### src/rtl/scan_counter_pkg.sv
// Shared display package: default panel geometry and the widths derived from it.
// Control and scan_counter both import this so they agree on panel geometry.
package scan_counter_pkg;

  // Pixels shifted per panel line.
  localparam int COLS_DEFAULT    = 64;
  // Scanned row pairs (HUB75 A-D address space).
  localparam int ROWS_DEFAULT    = 16;
  // Completed-frame counter width.
  localparam int FRAME_W_DEFAULT = 8;

  // Derived widths for the default geometry.
  localparam int COL_W_DEFAULT   = $clog2(COLS_DEFAULT);
  localparam int ROW_W_DEFAULT   = $clog2(ROWS_DEFAULT);

endpackage

### src/rtl/scan_counter_rise_detect.sv
// rise_detect: 1-bit registered rising-edge detector.
// Ports:
//   i_clk  - system clock
//   i_rst  - asynchronous active-high reset
//   din    - level input
//   rise   - high for the cycle in which din is high and was low on the previous clock
// After reset the detector stays disarmed until it has sampled din low at least once.
// A level held high across reset release therefore does not count as an edge.
module rise_detect (
  input  logic i_clk,
  input  logic i_rst,
  input  logic din,
  output logic rise
);

  logic prev_reg;
  logic armed_reg;

  always_ff @(posedge i_clk or posedge i_rst) begin
    if (i_rst) begin
      prev_reg  <= 1'b0;
      armed_reg <= 1'b0;
    end else begin
      prev_reg  <= din;
      armed_reg <= armed_reg | ~din;
    end
  end

  assign rise = din & ~prev_reg & armed_reg;

endmodule

### src/rtl/scan_counter.sv
// scan_counter: column/row/frame sequencing for a HUB75-style LED panel.
// Ports:
//   i_clk, i_rst       - clock, asynchronous active-high reset
//   addColumns         - advance column counter by one (saturates at COLS)
//   rstColumns         - clear column counter (wins over addColumns)
//   addRow             - row-advance request, acted on at its rising edge
//   compColumns        - column counter == COLS (line fully shifted)
//   compRows           - last row advance wrapped the row counter to 0
//   o_col              - column index for pixel fetch (holds COLS-1 when saturated)
//   o_row_addr         - panel row address
//   o_frame            - completed-frame count (wraps)
//   o_frame_start      - one-cycle pulse after a row wrap
//   o_seq_err          - sticky: a row advance arrived before the line was complete
module scan_counter
  import scan_counter_pkg::*;
#(
  parameter int COLS    = COLS_DEFAULT,
  parameter int ROWS    = ROWS_DEFAULT,
  parameter int FRAME_W = FRAME_W_DEFAULT
) (
  input  logic                     i_clk,
  input  logic                     i_rst,
  input  logic                     addColumns,
  input  logic                     rstColumns,
  input  logic                     addRow,
  output logic                     compColumns,
  output logic                     compRows,
  output logic [$clog2(COLS)-1:0]  o_col,
  output logic [$clog2(ROWS)-1:0]  o_row_addr,
  output logic [FRAME_W-1:0]       o_frame,
  output logic                     o_frame_start,
  output logic                     o_seq_err
);

  localparam int COL_W = $clog2(COLS);
  localparam int ROW_W = $clog2(ROWS);

  // One extra bit so the counter can represent COLS itself (the "line done" state).
  localparam logic [COL_W:0]   COL_MAX  = (COL_W+1)'(COLS);
  localparam logic [COL_W-1:0] COL_LAST = COL_W'(COLS - 1);
  localparam logic [ROW_W-1:0] ROW_LAST = ROW_W'(ROWS - 1);

  logic [COL_W:0]       col_reg,         col_next;
  logic [ROW_W-1:0]     row_reg,         row_next;
  logic [FRAME_W-1:0]   frame_reg,       frame_next;
  logic                 comp_rows_reg,   comp_rows_next;
  logic                 frame_start_reg, frame_start_next;
  logic                 seq_err_reg,     seq_err_next;

  logic                 row_rise;
  logic                 col_full;
  logic                 row_wrap;

  rise_detect u_row_rise (
    .i_clk (i_clk),
    .i_rst (i_rst),
    .din   (addRow),
    .rise  (row_rise)
  );

  assign col_full = (col_reg == COL_MAX);
  assign row_wrap = (row_reg == ROW_LAST);

  always_comb begin
    col_next         = col_reg;
    row_next         = row_reg;
    frame_next       = frame_reg;
    comp_rows_next   = comp_rows_reg;
    frame_start_next = 1'b0;
    seq_err_next     = seq_err_reg;

    // Column path.
    if (rstColumns) begin
      col_next = '0;
    end else if (addColumns && !col_full) begin
      col_next = col_reg + 1'b1;
    end

    // Row path is independent of the column path; both act in the same cycle.
    if (row_rise) begin
      if (row_wrap) begin
        row_next         = '0;
        comp_rows_next   = 1'b1;
        frame_next       = frame_reg + 1'b1;
        frame_start_next = 1'b1;
      end else begin
        row_next         = row_reg + 1'b1;
        comp_rows_next   = 1'b0;
      end
      // Advancing the row with an unfinished line is flagged but still honoured.
      if (!col_full) begin
        seq_err_next = 1'b1;
      end
    end
  end

  always_ff @(posedge i_clk or posedge i_rst) begin
    if (i_rst) begin
      col_reg         <= '0;
      row_reg         <= '0;
      frame_reg       <= '0;
      comp_rows_reg   <= 1'b0;
      frame_start_reg <= 1'b0;
      seq_err_reg     <= 1'b0;
    end else begin
      col_reg         <= col_next;
      row_reg         <= row_next;
      frame_reg       <= frame_next;
      comp_rows_reg   <= comp_rows_next;
      frame_start_reg <= frame_start_next;
      seq_err_reg     <= seq_err_next;
    end
  end

  assign compColumns   = col_full;
  // Saturated counter's low bits would read 0, so hold the last valid index instead.
  assign o_col         = col_full ? COL_LAST : col_reg[COL_W-1:0];
  assign o_row_addr    = row_reg;
  assign o_frame       = frame_reg;
  assign compRows      = comp_rows_reg;
  assign o_frame_start = frame_start_reg;
  assign o_seq_err     = seq_err_reg;

endmodule
### config.mk
export PLATFORM = sky130hd
export DESIGN_NAME = scan_counter
export DESIGN_NICKNAME = d
export VERILOG_FILES = /design/src/rtl/scan_counter_pkg.sv /design/src/rtl/scan_counter_rise_detect.sv /design/src/rtl/scan_counter.sv
export SDC_FILE = /design/constraint.sdc
export NUM_CORES = 1
export LEC_CHECK = 0
export ABC_AREA = 1
export BUFFER_PORTS_ARGS = -buffer_cell sky130_fd_sc_hd__buf_2
export CORE_MARGIN = 2
export CORE_UTILIZATION = 57
export CTS_CLUSTER_DIAMETER = 80
export DETAILED_ROUTE_END_ITERATION = 12
export PLACE_DENSITY = 0.83
export SLEW_MARGIN = 20
export SYNTH_ARGS = -nofsm -noshare
export SYNTH_HDL_FRONTEND = slang
export SYNTH_SLANG_ARGS = --single-unit
### constraint.sdc
create_clock -name i_clk -period 2.9 [get_ports i_clk]
set_input_delay 0.58 -clock i_clk [delete_from_list [all_inputs] [get_ports i_clk]]
set_output_delay 0.58 -clock i_clk [all_outputs]
set_load 0.005 [all_outputs]
==> metrics.txt <==
drt total wl 2244 um; Yosys cell types 20; n_diodes 0; vias per cell 4.971; Num CTS Buffers 3; Final period util roughly three quarters; WL per Instance ~11 um; Synth top cells by count nand2_1, dfrtp_1, inv_1; final hold violations 0; GRT overflow 0; Period minus WS final roughly 2100 ps; die height 51.30 um; # H-tree levels 1; Post-CTS Hold Buffers 0; antenna violations before repair 0; Die Area 2631 um^2; Main synth FF type dfrtp_1; Synth Warn # 0; post-cts gate resize count 0; hpwl dp 1745 um; post-CTS setup buffers 0; GPL Wtd Cong 0.7702; power density over cell area 488.9 nW/um^2; total of max-cap violations 0; Setup violations, final 0; synthesis-to-layout area growth 14.52%; largest fanout on the critical path 7; count leader, synth nand2_1; clock skew slightly above 5 ps; worst reg2reg setup slack roughly 1400 ps; area leader, netlist dfrtp_1; Mapped Area 1275 um^2; syn nets ~160; Synth async-reset ratio 100.0%; Port Buffers 26; Worst Path Required 2320 ps; Clock Sinks 24; Initial Utilization 58.77%; Setup crit end o_col[0]; share of layout cells above drive strength 1 21.55%; CTS Root Cell clkbuf_4; FF-to-FF path depth 6; Post-Route Setup TNS 0 ps; Crit Reg-Reg Startpoint o_row_addr[1]; first-pass GRT wire length between 3000 and 4000 um; FF/Latch Area 600.6 um^2; GRT Total Usage 20.18%; crit path DAT ~1500 ps; worst min path class in2reg; Met3 Wirelength 67 um; Worst setup EP type output port; Top Layer Used met4; sequential area share after synthesis 47.11%; IR drop worst, VDD 0.4116 mV; final count of pins violating max slew 0; crit path kind reg2out; multi-input logic area 561.8 um^2; Max Freq 0.4707 GHz; remaining antenna violation count 0; CTS tree yes; Iter 0 DRT Violations 10; Pwr Total 713.8 uW; RSZ-0062 raised after global routing no; Core Rows 17; RR Endpoint o_row_addr[3]; WL met2 1099 um; vias in the first global route roughly 960; core area roughly 2200 um^2; max reg flops 8; nets@finish 191; post-synth top area share a little under half; largest net degree at the start of global routing 25; Synth Instances between 150 and 200; Setup crit start col_reg[0]; die width 51.30 um; io pins 27; Slew HR 42.92%; Worst-Margin Slew 855.3 ps; Mapped Avg Cell Area 8.333 um^2; CTS Buffer Depth 2; fill cell count 200; vias 1,039; crit start category flip-flop; Clk pin slew, worst setup/hold paths 120 ps; Post-Route M1 WL 1062 um; run status finished, final reports clean; Post-route DRC 0; drt pass-1 iters 4; Area contributors post-synth dfrtp_1, nand2_1, nand3_1; Leakage 0.0008558 uW; flops & latches, synth 24; Post-synth EDFFs 0; Non-Filler Instances 209; Skew-Pair Late Insertion Delay 300 ps; placed cell count 205
worst min-delay path by stage:
| stage | startpoint | endpoint | slack, ps | cells after the start |
|---|---|---|---|---|
| after floorplan | u_row_rise.armed_reg | u_row_rise.armed_reg | 450 | 2 |
| after global placement | u_row_rise.armed_reg | u_row_rise.armed_reg | 460 | 2 |
| after detailed placement | u_row_rise.armed_reg | u_row_rise.armed_reg | 460 | 2 |
| after CTS | addRow | u_row_rise.prev_reg | 410 | 1 |
| after global routing | addRow | u_row_rise.prev_reg | 400 | 1 |
| final | addRow | u_row_rise.prev_reg | 410 | 1 |
where the power goes:
group	internal, uW	switching [uW]
clock network	76.6	95.0
logic	60.1	68.0
registers	372	42.0
total	509	205
critical path, cell delays in order, from the launching register on:
cell and delay [ps]:
dfrtp_1 430, inv_1 110, ha_1 170, nand3_2 100, nor2_4 170, inv_4 90
nand2_1 70, buf_2 100
per-layer routing:
| layer | global-route usage (%) | vias to the layer above |
|---|---|---|
| met4 | 7.895 | 0 |
| met5 | 0 | - |
| li1 | - | 538 |
| met3 | 1.754 | 2 |
| met2 | 35.71 | 20 |
| met1 | 25.53 | 479 |
logic make-up (layout without fill, tap and decap cells):
kind of cell    after synthesis  in the layout  synth area share, %
compound gates                7              7                2.944
fa+ha+maj                     4              4                3.926
xor+xnor                      8              8                5.496
buf+inv                      27             55                8.832
simple gates                 83             83                31.70
flops                        24             24                47.11
per-stage QoR:
stage	instance area [um^2]	hold slack, ps	util, %	worst slack (ps)
5_1_grt	1460	399.2	67.30	646.1
3_3_place_gp	1424	459.2	65.63	1187
6_report	1460	411.8	67.30	775.3
2_1_floorplan	1275	447.3	-	1274
3_5_place_dp	1424	464.7	65.63	1110
4_1_cts	1460	407.8	67.30	760.7
layout by cell type (no fill, tap or decap):
cell      netlist  final
clkbuf_4        0      3
nand2_1        41     41
inv_1          24     24
nand4_1         2      2
ha_1            4      4
xnor2_1         5      5
nand3_1        21     21
nor3_1          2      2
nand3_2         4      4
clkbuf_8        0      1
o21ai_0         5      5
buf_2           1     26
nor2_2          1      1
xor2_1          3      3
dfrtp_1        24     24
nor2_1          9      9
nor2_4          2      2
nand2_8         1      1
inv_4           1      1
a21oi_1         1      1
o21bai_1        1      1
final cells by class:
type | instances | share of cell area [%]
flip-flops and latches | 24 | 41.13
multi-input cells | 102 | 38.47
repair buffers | 26 | 8.912
inverters | 25 | 6.598
clock buffers | 4 | 2.485
well taps | 28 | 2.399
Power figures use the tool's default switching activity.
